`config.mk`:
```
export PLATFORM = sky130hd
export DESIGN_NAME = issue_unit
export DESIGN_NICKNAME = d
export VERILOG_FILES = /design/src/rtl/issue_unit.sv
export SDC_FILE = /design/constraint.sdc
export NUM_CORES = 1
export LEC_CHECK = 0
export CAP_MARGIN = 20
export CORE_AREA = 3 3 200 202
export CTS_BUF_LIST = sky130_fd_sc_hd__clkbuf_8
export CTS_CLUSTER_SIZE = 25
export DETAILED_ROUTE_END_ITERATION = 8
export DIE_AREA = 0 0 203 205
export PLACE_DENSITY = 0.72
export SLEW_MARGIN = 20
export SYNTH_ARGS = -nofsm -noshare
export SYNTH_HDL_FRONTEND = slang
export SYNTH_SLANG_ARGS = --single-unit
```
`constraint.sdc`:
```
create_clock -name clk -period 3.8 [get_ports clk]
set_input_delay 0.76 -clock clk [delete_from_list [all_inputs] [get_ports clk]]
set_output_delay 0.76 -clock clk [all_outputs]
set_load 0.01 [all_outputs]
```
`src/rtl/issue_unit.sv`:
```
// In-order issue/rename stage: decodes the queue head, renames sources through the RAT,
// allocates a ROB entry and dispatches to the RS or LSB in the same cycle.
module issue_unit #(
    parameter int          ROB_IDX_W = 3,
    parameter logic [31:0] HALT_INST = 32'h0ff00513
) (
    input  logic                 clk,
    input  logic                 rst,
    input  logic                 flush,
    input  logic                 iq_empty,
    input  logic [31:0]          iq_inst,
    input  logic [31:0]          iq_pc,
    input  logic                 iq_pred_taken,
    input  logic [31:0]          iq_pred_target,
    output logic                 iq_re,
    input  logic                 rob_full,
    input  logic                 rs_full,
    input  logic                 lsb_full,
    input  logic [ROB_IDX_W-1:0] rob_tail_tag,
    output logic                 rob_alloc,
    output logic [4:0]           rob_rd,
    output logic [31:0]          rob_pc,
    output logic                 rob_pred_taken,
    output logic [31:0]          rob_pred_target,
    output logic                 rob_ready_o,
    output logic                 rob_halt,
    output logic                 rs_we,
    output logic                 lsb_we,
    output logic [6:0]           disp_opcode,
    output logic [2:0]           disp_funct3,
    output logic                 disp_funct7b5,
    output logic [31:0]          disp_imm,
    output logic [31:0]          disp_pc,
    output logic [ROB_IDX_W-1:0] disp_dest,
    output logic [31:0]          disp_vj,
    output logic [31:0]          disp_vk,
    output logic [ROB_IDX_W-1:0] disp_qj,
    output logic [ROB_IDX_W-1:0] disp_qk,
    output logic                 disp_rj_ready,
    output logic                 disp_rk_ready,
    output logic [4:0]           rf_raddr1,
    output logic [4:0]           rf_raddr2,
    input  logic [31:0]          rf_rdata1,
    input  logic [31:0]          rf_rdata2,
    output logic [ROB_IDX_W-1:0] rob_qtag1,
    output logic [ROB_IDX_W-1:0] rob_qtag2,
    input  logic                 rob_qready1,
    input  logic                 rob_qready2,
    input  logic [31:0]          rob_qvalue1,
    input  logic [31:0]          rob_qvalue2,
    input  logic                 cdb_valid,
    input  logic [ROB_IDX_W-1:0] cdb_tag,
    input  logic [31:0]          cdb_value,
    input  logic                 commit_valid,
    input  logic [4:0]           commit_rd,
    input  logic [ROB_IDX_W-1:0] commit_tag
);
    typedef enum logic {RUN, HALTED} state_t;
    typedef struct packed {
        logic                 rdy;
        logic [ROB_IDX_W-1:0] q;
        logic [31:0]          v;
    } opnd_t;

    state_t                     state_q;
    logic [31:0]                rat_busy_q, rat_busy_d;
    logic [31:0][ROB_IDX_W-1:0] rat_tag_q, rat_tag_d;

    logic [6:0] opc;
    logic [4:0] rd, rs1, rs2, rd_eff;
    logic       is_load, is_store, is_lui, is_auipc, is_jal, is_jalr, is_br, is_opimm, is_op;
    logic       is_halt, to_lsb, to_rs, rob_only, unit_full, issue;
    opnd_t      op1, op2;

    // Resolve one source in priority order: x0, architectural file, ROB result, CDB, wait.
    function automatic opnd_t resolve(input logic used, input logic [4:0] r,
                                      input logic busy, input logic [ROB_IDX_W-1:0] tag,
                                      input logic [31:0] rf, input logic qrdy,
                                      input logic [31:0] qval, input logic cv,
                                      input logic [ROB_IDX_W-1:0] ct, input logic [31:0] cval);
        opnd_t o;
        o = '{rdy: 1'b1, q: '0, v: 32'd0};
        if (!used || r == 5'd0) o.v = 32'd0;
        else if (!busy)         o.v = rf;
        else if (qrdy)          o.v = qval;
        else if (cv && ct == tag) o.v = cval;
        else begin
            o.rdy = 1'b0;
            o.q   = tag;
        end
        return o;
    endfunction

    assign opc = iq_inst[6:0];
    assign rd  = iq_inst[11:7];
    assign rs1 = iq_inst[19:15];
    assign rs2 = iq_inst[24:20];

    // HALT_INST shares the OP-IMM opcode, so it must be excluded before unit selection.
    assign is_halt  = (iq_inst == HALT_INST);
    assign is_load  = (opc == 7'b0000011) && !is_halt;
    assign is_store = (opc == 7'b0100011) && !is_halt;
    assign is_lui   = (opc == 7'b0110111) && !is_halt;
    assign is_auipc = (opc == 7'b0010111) && !is_halt;
    assign is_jal   = (opc == 7'b1101111) && !is_halt;
    assign is_jalr  = (opc == 7'b1100111) && !is_halt;
    assign is_br    = (opc == 7'b1100011) && !is_halt;
    assign is_opimm = (opc == 7'b0010011) && !is_halt;
    assign is_op    = (opc == 7'b0110011) && !is_halt;

    assign to_lsb    = is_load || is_store;
    assign to_rs     = is_lui || is_auipc || is_jal || is_jalr || is_br || is_opimm || is_op;
    assign rob_only  = !to_lsb && !to_rs;
    assign unit_full = (to_lsb && lsb_full) || (to_rs && rs_full);
    assign issue     = (state_q == RUN) && !iq_empty && !flush && !rob_full && !unit_full;
    assign rd_eff    = (is_store || is_br || rob_only) ? 5'd0 : rd;

    always_comb begin
        disp_imm = 32'd0;
        if (is_load || is_opimm || is_jalr)
            disp_imm = {{20{iq_inst[31]}}, iq_inst[31:20]};
        else if (is_store)
            disp_imm = {{20{iq_inst[31]}}, iq_inst[31:25], iq_inst[11:7]};
        else if (is_br)
            disp_imm = {{19{iq_inst[31]}}, iq_inst[31], iq_inst[7], iq_inst[30:25],
                        iq_inst[11:8], 1'b0};
        else if (is_jal)
            disp_imm = {{11{iq_inst[31]}}, iq_inst[31], iq_inst[19:12], iq_inst[20],
                        iq_inst[30:21], 1'b0};
        else if (is_lui || is_auipc)
            disp_imm = {iq_inst[31:12], 12'd0};
    end

    assign rf_raddr1 = rs1;
    assign rf_raddr2 = rs2;
    assign rob_qtag1 = rat_tag_q[rs1];
    assign rob_qtag2 = rat_tag_q[rs2];

    assign op1 = resolve(!rob_only && !is_lui && !is_auipc && !is_jal, rs1, rat_busy_q[rs1],
                         rat_tag_q[rs1], rf_rdata1, rob_qready1, rob_qvalue1,
                         cdb_valid, cdb_tag, cdb_value);
    assign op2 = resolve(is_op || is_br || is_store, rs2, rat_busy_q[rs2],
                         rat_tag_q[rs2], rf_rdata2, rob_qready2, rob_qvalue2,
                         cdb_valid, cdb_tag, cdb_value);

    assign iq_re           = issue;
    assign rob_alloc       = issue;
    assign rs_we           = issue && to_rs;
    assign lsb_we          = issue && to_lsb;
    assign rob_rd          = rd_eff;
    assign rob_pc          = iq_pc;
    assign rob_pred_taken  = iq_pred_taken;
    assign rob_pred_target = iq_pred_target;
    assign rob_ready_o     = rob_only;
    assign rob_halt        = is_halt;
    assign disp_opcode     = opc;
    assign disp_funct3     = iq_inst[14:12];
    assign disp_funct7b5   = iq_inst[30];
    assign disp_pc         = iq_pc;
    assign disp_dest       = rob_tail_tag;
    assign disp_vj         = op1.v;
    assign disp_qj         = op1.q;
    assign disp_rj_ready   = op1.rdy;
    assign disp_vk         = op2.v;
    assign disp_qk         = op2.q;
    assign disp_rk_ready   = op2.rdy;

    // Issue is applied after commit so a same-cycle rename of the same rd wins.
    always_comb begin
        rat_busy_d = rat_busy_q;
        rat_tag_d  = rat_tag_q;
        if (flush) begin
            rat_busy_d = '0;
        end else begin
            if (commit_valid && commit_rd != 5'd0 && rat_busy_q[commit_rd] &&
                rat_tag_q[commit_rd] == commit_tag)
                rat_busy_d[commit_rd] = 1'b0;
            if (issue && rd_eff != 5'd0) begin
                rat_busy_d[rd_eff] = 1'b1;
                rat_tag_d[rd_eff]  = rob_tail_tag;
            end
        end
    end

    always_ff @(posedge clk) begin
        rat_tag_q <= rat_tag_d;
        if (rst) begin
            rat_busy_q <= '0;
            state_q    <= RUN;
        end else begin
            rat_busy_q <= rat_busy_d;
            if (issue && is_halt) state_q <= HALTED;
        end
    end
endmodule

```
Word level (Yosys, flattened, before mapping). Index checks and enable logic that the tools add are counted.

$lt $le $gt $ge: 6. Equality and inequality tests: 13. Mux-type cells: 44. Bitwise operators: 5. Reduce and logical (&&, ||, !) cells: 65.

Operators with widths (count): $mux W32 (16); $bwmux W96 (1); $bmux W3 S5 (3); $and A32 B32 Y32 (1); $eq A32 B28 Y1 const B (1); $mux W4 (8); $not A32 Y32 (1); $or A32 B32 Y32 (1); $logic_and A1 B1 Y1 (30); $lt A5 B6 Y1 const B (4); $eq A7 B6 Y1 const B (3); $eq A7 B7 Y1 const B (3); $logic_or A1 B1 Y1 (16); $bmux W1 S5 (3); $demux W3 S5 (1); $eq A7 B5 Y1 const B (2); $logic_not A1 Y1 (13); $mux W3 (4); $demux W1 S5 (2); $ge A5 B1 Y1 const B (2); $logic_not A5 Y1 (2); $reduce_bool A5 Y1 (2); $eq A3 B3 Y1 (3); $eq A7 B2 Y1 const B (1); other kinds (5) (10).

Flip-flop bits (word level): 129. Output and inout bits: 242.

Logic depth before layout (Yosys ltp).
Depth after elaboration: 19. Mapped depth: 12. Gate-level depth less buffers: 7.

Worst setup path after synthesis. OpenSTA, ideal clock, no wires.

Path type: input port to output port. Start point: input port iq_inst[16]. End point: output port disp_vj[13]. Arrival: 3202 ps. Required time: 3040 ps. Path slack: -162 ps. Stages: 11. Path buffers: 4. Path through: buf_4 buf_6 mux4_2 o22ai_1 nor4_2 xnor2_1 and4_1 buf_2 buf_1 nand3b_1 a311oi_1.

Elaborated cells between the ends (all ways): 41. Classes of those cells: eq/ne (2); mux (8); reduce/logical (31).

RTL lines: from (decl) (line 11) `input logic [31:0] iq_inst,`; $bmux W3 S5; $mux W3; net rob_qtag1[0] (line 45) `output logic [ROB_IDX_W-1:0] rob_qtag1,`; $eq A3 B3 Y1 (line 86) `else if (cv && ct == tag) o.v = cval;`; $logic_and A1 B1 Y1 (line 86); $mux W32 (line 86); $mux W32 (line 85) `else if (qrdy) o.v = qval;`; $mux W32 (line 84) `else if (!busy) o.v = rf;`; $mux W32 (line 83) `if (!used || r == 5'd0) o.v = 32'd0;`; to (decl) (line 35) `output logic [31:0] disp_vj,`.

The timed path passes the listed nets, and every way through them passes these cells. The select of a mux whose other input is x is not followed.

Worst setup path in the final report.
Start point: input port iq_inst[16]. End point: output port disp_vj[6].

Word-level cells in the longest chain between the ends: 18. Elaborated cells between the ends (all ways): 41. Classes of those cells: eq/ne (2); mux (8); reduce/logical (31).

Ends and longest elaborated chain: $eq A32 B28 Y1 (line 100) `assign is_halt = (iq_inst == HALT_INST);`; $logic_not A1 Y1; $logic_and A1 B1 Y1, on equally long branches (line 103, 104); $logic_or A1 B1 Y1 (6 in series) (line 112) `assign to_rs = is_lui || is_auipc || is_jal || is_jalr || is_br || is_opimm || is_op;`; $logic_not A1 Y1 (line 113) `assign rob_only = !to_lsb && !to_rs;`; $logic_and A1 B1 Y1 (line 113); $logic_not A1 Y1 (line 139) `assign op1 = resolve(!rob_only && !is_lui && !is_auipc && !is_jal, rs1, rat_busy_q[rs1],`; $logic_and A1 B1 Y1 (3 in series) (line 139); $logic_not A1 Y1 (line 83); $logic_or A1 B1 Y1 (line 83); $mux W32 (*) (line 83).

Every way passes the cells marked *; elsewhere a longest branch is shown, timed or not. The select of a mux whose other input is x is not followed.

==> results.json <==
{
  "run_status": "finished, violations left",
  "violations_in_the_final_reports": "setup timing",
  "detail_route.first_pass.iterations": 6,
  "global_route.overflow_total": 0,
  "htree_levels": 4,
  "instances_no_fill": 2140,
  "synthDominantCellAreaShare_pct": 26.0,
  "cp_slowest_cell": "mux4_2",
  "floorplan.core_area_um2": 38500,
  "wire_length_per_cell_um": 29.8,
  "detail_route.iter0.violations": 1289,
  "relSlewSlack_pct": 54.3,
  "grt_start_max_net_pins": 34,
  "postSynth.topFlopCell": "edfxtp_1",
  "synthesis_to_finish_area_growth_pct": 68.9,
  "post_dp_cell_area_um2": 16500,
  "drv_slew": 0,
  "design_power_total_w": 0.00412,
  "critPathArrivalTime_ns": 3.50,
  "skew_ns": 0.0138,
  "dieArea_um2": 41600,
  "setup-violations-final": 90,
  "seq_area_frac_synth_pct": 31.9,
  "worst_hold_check_path_type": "reg2reg",
  "rsz0062_at_grt": "true",
  "power_frac_comb_pct": 32.0,
  "timing.critical_path.to_type": "primary output",
  "vdd_ir_drop_max_mv": 0.208,
  "synth_common_cells": "buf_4 (125), nand2_1 (106), edfxtp_1 (96)",
  "syn-instance-count": 1079,
  "synthesis.yosys.warnings": 0,
  "cp.required_ns": 3.04,
  "path_cells": "buf_12 -> buf_12 -> buf_12 -> mux4_2 -> o22ai_4 -> nor4_4 -> xnor2_1 -> and4_4 -> buf_12 -> buf_16 -> nand3b_1 -> a311oi_2 -> buf_2",
  "routed-via-count": 11983,
  "rows": 72,
  "internal_power_w": 0.00291,
  "synth-edff-count": 96,
  "static-leakage-power_nw": 7.49,
  "place_inst": 2013,
  "post-route-period-util_pct": 112,
  "wire_length_of_the_first_global_routing_pass_um": 86700,
  "grt_pass1_vias": 11885,
  "timing_hold_violations_final": 0,
  "ys_seq_elements": 129,
  "clk_latency_ns": 0.46,
  "clock_sinks": 129,
  "clock-root-buffer": "clkbuf_8",
  "worstMarginPinSlew_ns": 0.686,
  "floorplan.die.width_um": 203,
  "layout.nets": 1890,
  "critPathMostFrequentCell": "buf_12",
  "power.density_nw_per_um2": 220,
  "achievable-frequency_mhz": 235,
  "wirelength_um": 63800,
  "synth.distinct_cells": 71,
  "criticalPathCategory": "in2out",
  "port_buffers": 361,
  "sequentialPowerShare_pct": 36.8,
  "floorplan.initialDensity_pct": 28.8,
  "cap_viol_max_count": 0,
  "p_sw_share_pct": 29.2,
  "drive_gt1_share_pct": 46.6,
  "dp_hpwl_um": 50500,
  "cts_tree": "built",
  "cts_inserted_buffers": 17,
  "synth.avg_cell_area_um2": 10.3,
  "io_pins": 524,
  "global_route.usage.total_pct": 29.1,
  "gp_congestion": 0.986,
  "totalNegativeSetupSlack_ns": -25.15,
  "design_area_um2": 18700,
  "synthTopCellsByArea": "edfxtp_1 (26%), mux4_2 (18%), buf_4 (8.5%)",
  "power_dissipated_by_switching_net_loads_w": 0.00120,
  "die_h_um": 205,
  "vias_per_cell": 5.60,
  "antenna_found_initial": 6,
  "cts.path.max_buffers": 2,
  "cp_slowest_stage_delay_ns": 0.51,
  "finalWorstPathRequiredPeriod_ns": 4.26,
  "clock_transition_at_the_registers_of_the_reported_paths_ns": 0.07,
  "postSynth.asyncResetShare_pct": 0,
  "cell_type_contributing_the_most_total_cell_area_after_synthesis": "edfxtp_1",
  "clockPowerShare_pct": 31.2,
  "crit_path_max_fanout": 5,
  "drtAntennaViolNets": 0,
  "drt_drc": 0,
  "summed_instance_area_of_the_synthesized_netlist_um2": 11100,
  "cp-start-kind": "input pin",
  "synthMostInstantiatedCell": "buf_4",
  "final.setup.worst_slack_ns": -0.456
}
[power groups by stage]
stage | registers [W] | clock network [W] | logic, W
2_1_floorplan | 0.00155 | 0 | 0.000545
3_3_place_gp | 0.00155 | 0 | 0.00113
3_5_place_dp | 0.00155 | 0 | 0.00113
4_1_cts | 0.00151 | 0.00129 | 0.00128
5_1_grt | 0.00151 | 0.00135 | 0.00137
6_report | 0.00151 | 0.00129 | 0.00132
[area by class of cell]
type | instances | area (um^2)
Fill cell | 3445 | 19700
Multi-Input combinational cell | 706 | 7130
Timing Repair Buffer | 715 | 6830
Sequential cell | 129 | 3540
Tap cell | 518 | 648
Clock buffer | 17 | 234
Clock inverter | 14 | 188
Inverter | 39 | 149
Antenna cell | 2 | 5.00
[worst max-delay path: cells and delay by family]
family	cells	cell delay, ns
buffers and inverters	6	0.83
muxes	1	0.51
and+or+nand+nor	3	0.56
xor gates and xnor gates	1	0.19
AOI/OAI and AO/OA	2	0.64
[timing repair]
item / CTS / global route
gates resized for setup: 597 / 137
pin swaps: 67 / 53
hold endpoints to repair: 0 / 0
cloned: 14 / 1
endpoints found under the setup margin: 220 / 107
hold buffers: 0 / 0
buffers inserted: 69 / 21
[registers in the layout (all words and copies together) (netlist names)]
name and cells:
rat_busy_q 32, state_q 1, rat_tag_q 96
[final timing paths]
| path | from | endpoint | slack (ns) | depth (start not counted) |
|---|---|---|---|---|
| max reg2reg | rat_tag_q[23]$_DFFE_PP_ | rat_busy_q[24]$_SDFF_PP0_ | 1.18 | 10 |
| max | iq_inst[16] | disp_vj[6] | -0.46 | 13 |
| min reg2reg | rat_busy_q[0]$_SDFF_PP0_ | rat_busy_q[0]$_SDFF_PP0_ | 0.46 | 2 |
| min | rat_busy_q[0]$_SDFF_PP0_ | rat_busy_q[0]$_SDFF_PP0_ | 0.46 | 2 |
[cell usage in the layout (no fill, tap or decap), types with 21 or more instances in the layout]
master / Yosys / final
nand2_1: 106 / 105
buf_2: 18 / 66
buf_12: 0 / 40
dfxtp_1: 33 / 33
clkdlybuf4s50_1: 0 / 223
edfxtp_1: 96 / 96
mux4_2: 90 / 95
buf_6: 11 / 79
nor2_1: 83 / 69
o21ai_0: 38 / 36
a311oi_2: 2 / 21
buf_4: 125 / 249
a21oi_1: 67 / 58
inv_1: 39 / 37
nand3b_1: 40 / 40
[metrics by stage]
stage	util [%]	setup WS, ns	hold slack [ns]
finish	48.7	-0.456	0.460
global route	48.7	-0.487	0.487
CTS	47.8	-0.447	0.458
detailed placement	43.0	-1.52	0.446
global placement	43.0	-1.53	0.436
floorplan	-	0.00271	0.426
[cells by family (layout without fill, tap and decap cells)]
family          Yosys count  after routing  synth area share, %
other cells               1              5               0.0338
flops                   129            129                 31.9
buf+inv                 248            785                 13.6
xor+xnor                  9              9                0.711
mux                     109            110                 20.9
simple gates            330            331                 16.1
compound gates          253            253                 16.8
[per-layer routing]
layer	track usage [%]	vias up	part of all wire, %
li1	-	5044	-
met1	35.2	5911	37
met2	47.4	856	47
met3	10.8	162	12
met4	10.9	10	4.5
met5	1.31	-	0.19
Note: power is estimated with default switching activity, not from simulation.
